**src/rtl/wb_b3_pkg.sv**
```systemverilog
// Shared Wishbone B3 constants and the RAM arbiter state encoding.
package wb_b3_pkg;

   localparam logic [2:0] CTI_CLASSIC = 3'b000;
   localparam logic [2:0] CTI_CONST   = 3'b001;
   localparam logic [2:0] CTI_INCR    = 3'b010;
   localparam logic [2:0] CTI_EOB     = 3'b111;

   localparam logic [1:0] BTE_LIN    = 2'b00;
   localparam logic [1:0] BTE_WRAP4  = 2'b01;
   localparam logic [1:0] BTE_WRAP8  = 2'b10;
   localparam logic [1:0] BTE_WRAP16 = 2'b11;

   typedef enum logic [1:0] {
      IDLE = 2'd0,
      GNT0 = 2'd1,
      GNT1 = 2'd2
   } arb_state_e;

endpackage

```
**src/rtl/wb_bus_watchdog.sv**
```systemverilog
// Stall counter for the granted master; flags the cycle a strobe has waited TIMEOUT cycles.
module wb_bus_watchdog #(
   parameter int unsigned TIMEOUT = 64
) (
   input  logic wb_clk_i,
   input  logic wb_rst_ni,
   input  logic active,
   input  logic stb,
   input  logic resp,
   input  logic restart,
   output logic expire_c
);

   localparam int unsigned CW = (TIMEOUT > 0) ? $clog2(TIMEOUT + 1) : 1;

   logic [CW-1:0] wdt;
   logic          hit;

   assign hit      = (TIMEOUT != 0) && (wdt == CW'(TIMEOUT));
   // A slave response landing on the terminal cycle wins over the watchdog.
   assign expire_c = active && stb && hit && !resp;

   always_ff @(posedge wb_clk_i) begin
      if (!wb_rst_ni) begin
         wdt <= '0;
      end else if (restart || !active || !stb || resp || hit) begin
         wdt <= '0;
      end else if (wdt != CW'(TIMEOUT)) begin
         wdt <= wdt + 1'b1;
      end
   end

endmodule

```
**src/rtl/wb_b3_ram_arbiter.sv**
```systemverilog
// Two-master Wishbone B3 arbiter for the on-chip RAM port: cycle-held grant,
// round-robin idle pick and a stall watchdog that errors out a hung slave.
module wb_b3_ram_arbiter
   import wb_b3_pkg::*;
#(
   parameter int unsigned dw      = 32,
   parameter int unsigned aw      = 32,
   parameter int unsigned TIMEOUT = 64
) (
   input  logic              wb_clk_i,
   input  logic              wb_rst_ni,
   input  logic [aw-1:0]     m0_adr_i,
   input  logic [dw-1:0]     m0_dat_i,
   input  logic [dw/8-1:0]   m0_sel_i,
   input  logic              m0_we_i,
   input  logic [1:0]        m0_bte_i,
   input  logic [2:0]        m0_cti_i,
   input  logic              m0_cyc_i,
   input  logic              m0_stb_i,
   output logic              m0_ack_o,
   output logic              m0_err_o,
   output logic              m0_rty_o,
   output logic [dw-1:0]     m0_dat_o,
   input  logic [aw-1:0]     m1_adr_i,
   input  logic [dw-1:0]     m1_dat_i,
   input  logic [dw/8-1:0]   m1_sel_i,
   input  logic              m1_we_i,
   input  logic [1:0]        m1_bte_i,
   input  logic [2:0]        m1_cti_i,
   input  logic              m1_cyc_i,
   input  logic              m1_stb_i,
   output logic              m1_ack_o,
   output logic              m1_err_o,
   output logic              m1_rty_o,
   output logic [dw-1:0]     m1_dat_o,
   output logic [aw-1:0]     s_adr_o,
   output logic [dw-1:0]     s_dat_o,
   output logic [dw/8-1:0]   s_sel_o,
   output logic              s_we_o,
   output logic [1:0]        s_bte_o,
   output logic [2:0]        s_cti_o,
   output logic              s_cyc_o,
   output logic              s_stb_o,
   input  logic              s_ack_i,
   input  logic              s_err_i,
   input  logic              s_rty_i,
   input  logic [dw-1:0]     s_dat_i
);

   arb_state_e state_q, state_d;
   logic       last_gnt_q, last_gnt_d;
   logic       kill_q, kill_d;
   logic       restart;
   logic       gnt0, gnt1, granted;
   logic       g_cyc, g_stb, gate;
   logic       expire_c;

   always_ff @(posedge wb_clk_i) begin
      if (!wb_rst_ni) begin
         state_q    <= IDLE;
         last_gnt_q <= 1'b1;
         kill_q     <= 1'b0;
      end else begin
         state_q    <= state_d;
         last_gnt_q <= last_gnt_d;
         kill_q     <= kill_d;
      end
   end

   // Grant is only released when the owner drops cyc; handover is zero-gap.
   always_comb begin
      state_d    = state_q;
      last_gnt_d = last_gnt_q;
      kill_d     = kill_q;
      case (state_q)
         IDLE: begin
            if (m0_cyc_i && m1_cyc_i) state_d = last_gnt_q ? GNT0 : GNT1;
            else if (m0_cyc_i)        state_d = GNT0;
            else if (m1_cyc_i)        state_d = GNT1;
         end
         GNT0: begin
            if (!m0_cyc_i) begin
               last_gnt_d = 1'b0;
               state_d    = m1_cyc_i ? GNT1 : IDLE;
            end
         end
         GNT1: begin
            if (!m1_cyc_i) begin
               last_gnt_d = 1'b1;
               state_d    = m0_cyc_i ? GNT0 : IDLE;
            end
         end
         default: state_d = IDLE;
      endcase
      restart = (state_d != state_q);
      // Once the watchdog fires, the slave is cut off until the owner ends its cycle.
      if (!granted || !g_cyc || restart) kill_d = 1'b0;
      else if (expire_c)                 kill_d = 1'b1;
   end

   assign gnt0    = wb_rst_ni && (state_q == GNT0);
   assign gnt1    = wb_rst_ni && (state_q == GNT1);
   assign granted = gnt0 || gnt1;
   assign g_cyc   = gnt1 ? m1_cyc_i : m0_cyc_i;
   assign g_stb   = gnt1 ? m1_stb_i : m0_stb_i;
   assign gate    = kill_q || expire_c;

   wb_bus_watchdog #(.TIMEOUT(TIMEOUT)) u_wdt (
      .wb_clk_i  (wb_clk_i),
      .wb_rst_ni (wb_rst_ni),
      .active    (granted && !kill_q),
      .stb       (g_stb),
      .resp      (s_ack_i || s_err_i || s_rty_i),
      .restart   (restart),
      .expire_c  (expire_c)
   );

   assign s_adr_o = gnt1 ? m1_adr_i : m0_adr_i;
   assign s_dat_o = gnt1 ? m1_dat_i : m0_dat_i;
   assign s_sel_o = gnt1 ? m1_sel_i : m0_sel_i;
   assign s_bte_o = gnt1 ? m1_bte_i : m0_bte_i;
   assign s_cti_o = gnt1 ? m1_cti_i : m0_cti_i;
   assign s_we_o  = (gnt0 && m0_we_i) || (gnt1 && m1_we_i);
   assign s_cyc_o = granted && g_cyc && !gate;
   assign s_stb_o = granted && g_stb && !gate;

   assign m0_ack_o = gnt0 && s_ack_i;
   assign m0_err_o = gnt0 && (s_err_i || expire_c);
   assign m0_rty_o = gnt0 && s_rty_i;
   assign m1_ack_o = gnt1 && s_ack_i;
   assign m1_err_o = gnt1 && (s_err_i || expire_c);
   assign m1_rty_o = gnt1 && s_rty_i;
   assign m0_dat_o = s_dat_i;
   assign m1_dat_o = s_dat_i;

endmodule

```
**config.mk**
```make
export PLATFORM = sky130hd
export DESIGN_NAME = wb_b3_ram_arbiter
export DESIGN_NICKNAME = d
export VERILOG_FILES = /design/src/rtl/wb_b3_pkg.sv /design/src/rtl/wb_bus_watchdog.sv /design/src/rtl/wb_b3_ram_arbiter.sv
export SDC_FILE = /design/constraint.sdc
export NUM_CORES = 1
export LEC_CHECK = 0
export CAP_MARGIN = 20
export CORE_AREA = 2 2 131 133
export CTS_CLUSTER_SIZE = 40
export DETAILED_ROUTE_END_ITERATION = 8
export DIE_AREA = 0 0 133 135
export GPL_TIMING_DRIVEN = 1
export HOLD_SLACK_MARGIN = 0.15
export PLACE_DENSITY = 0.53
export SYNTH_ARGS = -nofsm -noshare
export SYNTH_HDL_FRONTEND = slang
export SYNTH_SLANG_ARGS = --single-unit
```
**constraint.sdc**
```tcl
create_clock -name wb_clk_i -period 4.15 [get_ports wb_clk_i]
set_input_delay 1.0375 -clock wb_clk_i [delete_from_list [all_inputs] [get_ports wb_clk_i]]
set_output_delay 1.0375 -clock wb_clk_i [all_outputs]
set_load 0.02 [all_outputs]
```
==> flow_metrics.py <==
metrics = {
    "sta": {
        "min_period_ns": 3.899,
        "drv_slew": 0,
        "finClkSkew_ns": 0.002619,
        "min_period_over_period_pct": 93.96,
        "setup_viol": 0,
        "rsz0062_at_grt": "false",
        "finalHoldViolCount": 0,
        "finalWorstSetupSlack_ns": 0.2507,
        "worst_pin_slew_ns": 0.4126,
        "max_slew_margin_pct": 72.50,
        "fmax_mhz": 256.5,
        "tns_ns": 0,
    },
    "global_route": {
        "grt_antenna_before_repair": 0,
        "grt-ovfl-total": 0,
        "grt_first_pass_wirelength_mm": 16.37,
        "grt_pass1_vias": 2353,
        "grt_max_degree": 30,
        "gr-usage-all-layers_pct": 12.25,
    },
    "finish": {
        "utilization_pct": 25.91,
        "finish.instance_area_mm2": 0.004252,
        "fill_cells": 1727,
        "area_growth_pct": 109.9,
        "nets": 590,
        "drive_gt1_share_pct": 16.83,
        "layout.cells.non_filler": 618,
        "n_antenna_cell": 0,
    },
    "detailed_routing": {
        "drcViolationCount": 0,
        "drt_iter0_markers": 31,
        "wl_per_cell_um": 19.29,
        "avgViaCountPerCell": 3.675,
        "vias": 2271,
        "drt_pass1_iterations": 4,
        "routed_wl_mm": 11.92,
        "ant_nets": 0,
    },
    "hold_path": {
        "hold_path_class": "flop to flop",
    },
    "floorplan": {
        "initial_utilization_pct": 12.35,
        "io-pin-count": 335,
        "coreArea_mm2": 0.01641,
        "dieWidth_um": 133,
        "die_h_um": 135,
        "num_rows": 47,
        "dieArea_mm2": 0.01796,
    },
    "power": {
        "ir_worst_vdd_mv": 0.09179,
        "power_density_mw_per_mm2": 167.3,
        "p_leak_nw": 1.565,
    },
    "synthesis": {
        "synth_edf_count": 0,
        "netlist_instances": 227,
        "synth_ff_type": "dfxtp_1",
        "ys_warn_count": 0,
        "postSynth.asyncResetShare_pct": 0,
        "synth_fp_nets": 418,
        "netlist-cell-type-count": 34,
        "netlist_area_mm2": 0.002026,
        "synth_seq_area_share_pct": 10.87,
        "synth_seq_cells": 11,
        "syn_area_per_cell_um2": 8.924,
    },
    "clock_tree": {
        "cts_sinks": 11,
        "cts_tree": "built",
        "clk_pin_slew_ns": 0.04,
        "clkLatencyLatePin_ns": 0.23,
        "cts_buffers": 3,
        "cts.htree.levels": 1,
        "cts_resized": 0,
        "ctsHoldBuffers": 0,
        "root_buffer": "clkbuf_16",
        "clockBufferDepth": 2,
        "post_cts_buffers": 0,
    },
    "placement": {
        "port_buffers": 238,
        "place_inst": 614,
        "postPlaceCellArea_mm2": 0.004173,
        "dp_hpwl_mm": 10.32,
        "post-place-ws_ns": 0.2352,
        "gp_congestion": 0.8043,
    },
    "worst_setup_path": {
        "critPathKind": "input port to output port",
        "crit_path_start_kind": "input port",
        "path_max_fanout": 29,
        "arrival_ns": 2.86,
        "cp_data_required_time_ns": 3.11,
        "cp-end-kind": "output port",
    },
    "flow_run": {
        "max-cap-violations": 0,
    },
    "outcome": {
        "status": "finished, final reports clean",
    },
}
path summary, 6_finish.rpt:
path	startpoint	to	slack (ns)	cells after the start
setup / recovery	wb_rst_ni	s_dat_o[24]	0.25	5
hold / removal	kill_q	kill_q	0.49	2
setup reg to reg	state_q[1]	u_wdt.wdt[3]	2.26	4
hold reg to reg	kill_q	kill_q	0.49	2
registers in the layout, summed over array words and instances (netlist names):
register and flops:
state_q 2, last_gnt_q 1, u_wdt.wdt 7, kill_q 1
power breakdown:
group | switching [W] | internal, W
clock network | 0.0000425 | 0.000128
registers | 0.00000411 | 0.000108
logic | 0.000167 | 0.000260
stage by stage:
step	power [W]	hold slack, ns
6_report	0.0007111	0.4901
4_1_cts	0.0007229	0.4893
3_5_place_dp	0.0005452	0.4755
5_1_grt	0.0007417	0.5159
3_3_place_gp	0.0005466	0.4683
2_1_floorplan	0.0003502	0.4354
Yosys cell counts, types with 2 or more instances:
cell | instances | share of area, %
buf_4 | 64 | 24
mux2_2 | 40 | 22
mux2_1 | 33 | 18
dfxtp_1 | 11 | 11
and3_1 | 8 | 2.5
buf_2 | 8 | 2.0
nor2_1 | 7 | 1.3
nor2_2 | 6 | 1.9
nand3_1 | 5 | 1.2
inv_1 | 4 | 0.74
nand2b_1 | 4 | 1.2
xor2_1 | 4 | 1.7
buf_6 | 3 | 1.7
nand2_1 | 3 | 0.56
nor2b_1 | 3 | 0.93
a21oi_1 | 2 | 0.49
and2b_1 | 2 | 0.74
ha_1 | 2 | 1.2
nand3b_1 | 2 | 0.74
o22ai_1 | 2 | 0.62
worst max-delay path: stages:
cell             delay, ns
clkdlybuf4s50_1       0.46
nand2_4               0.18
buf_12                0.21
mux2_2                0.39
clkdlybuf4s50_1       0.57
per-layer routing:
layer | track usage, % | vias up | part of all wire (%)
met3 | 4.392 | 4 | 10
met5 | 0 | - | 0
li1 | - | 1059 | -
met4 | 1.135 | 0 | 0.22
met2 | 20.61 | 193 | 47
met1 | 15.63 | 1015 | 43
cell usage in the layout (no fill, tap or decap), types with 2 or more instances in the layout:
cell type / count
a21oi_1: 2
and2b_1: 2
and3_1: 8
buf_12: 2
buf_4: 12
clkbuf_16: 3
clkdlybuf4s50_1: 229
dfxtp_1: 11
ha_1: 2
inv_1: 4
mux2_1: 33
mux2_2: 40
nand2_1: 2
nand2b_1: 4
nand3_1: 5
nand3b_1: 2
nor2_1: 7
nor2_2: 6
nor2b_1: 3
o22ai_1: 2
xor2_1: 4
kinds of logic after synthesis:
family / Yosys count / share of synthesized area (%)
buffers and inverters: 80 / 28.29
adder cells (fa/ha/maj): 2 / 1.235
AND/OR/NAND/NOR: 46 / 13.53
multiplexers: 73 / 40.58
flip-flops: 11 / 10.87
XOR/XNOR: 5 / 2.162
AO/OA/AOI/OAI: 10 / 3.336
layout make-up:
class	count	area, um2	area share (%)
repair buffers	243	2422	56.97
multi-input cells	136	1240	29.16
well taps	220	275.3	6.474
clock buffers	4	78.83	1.854
flip-flops and latches	11	220.2	5.180
inverters	4	15.01	0.3531
No activity file was read; power rests on OpenSTA's default activity.
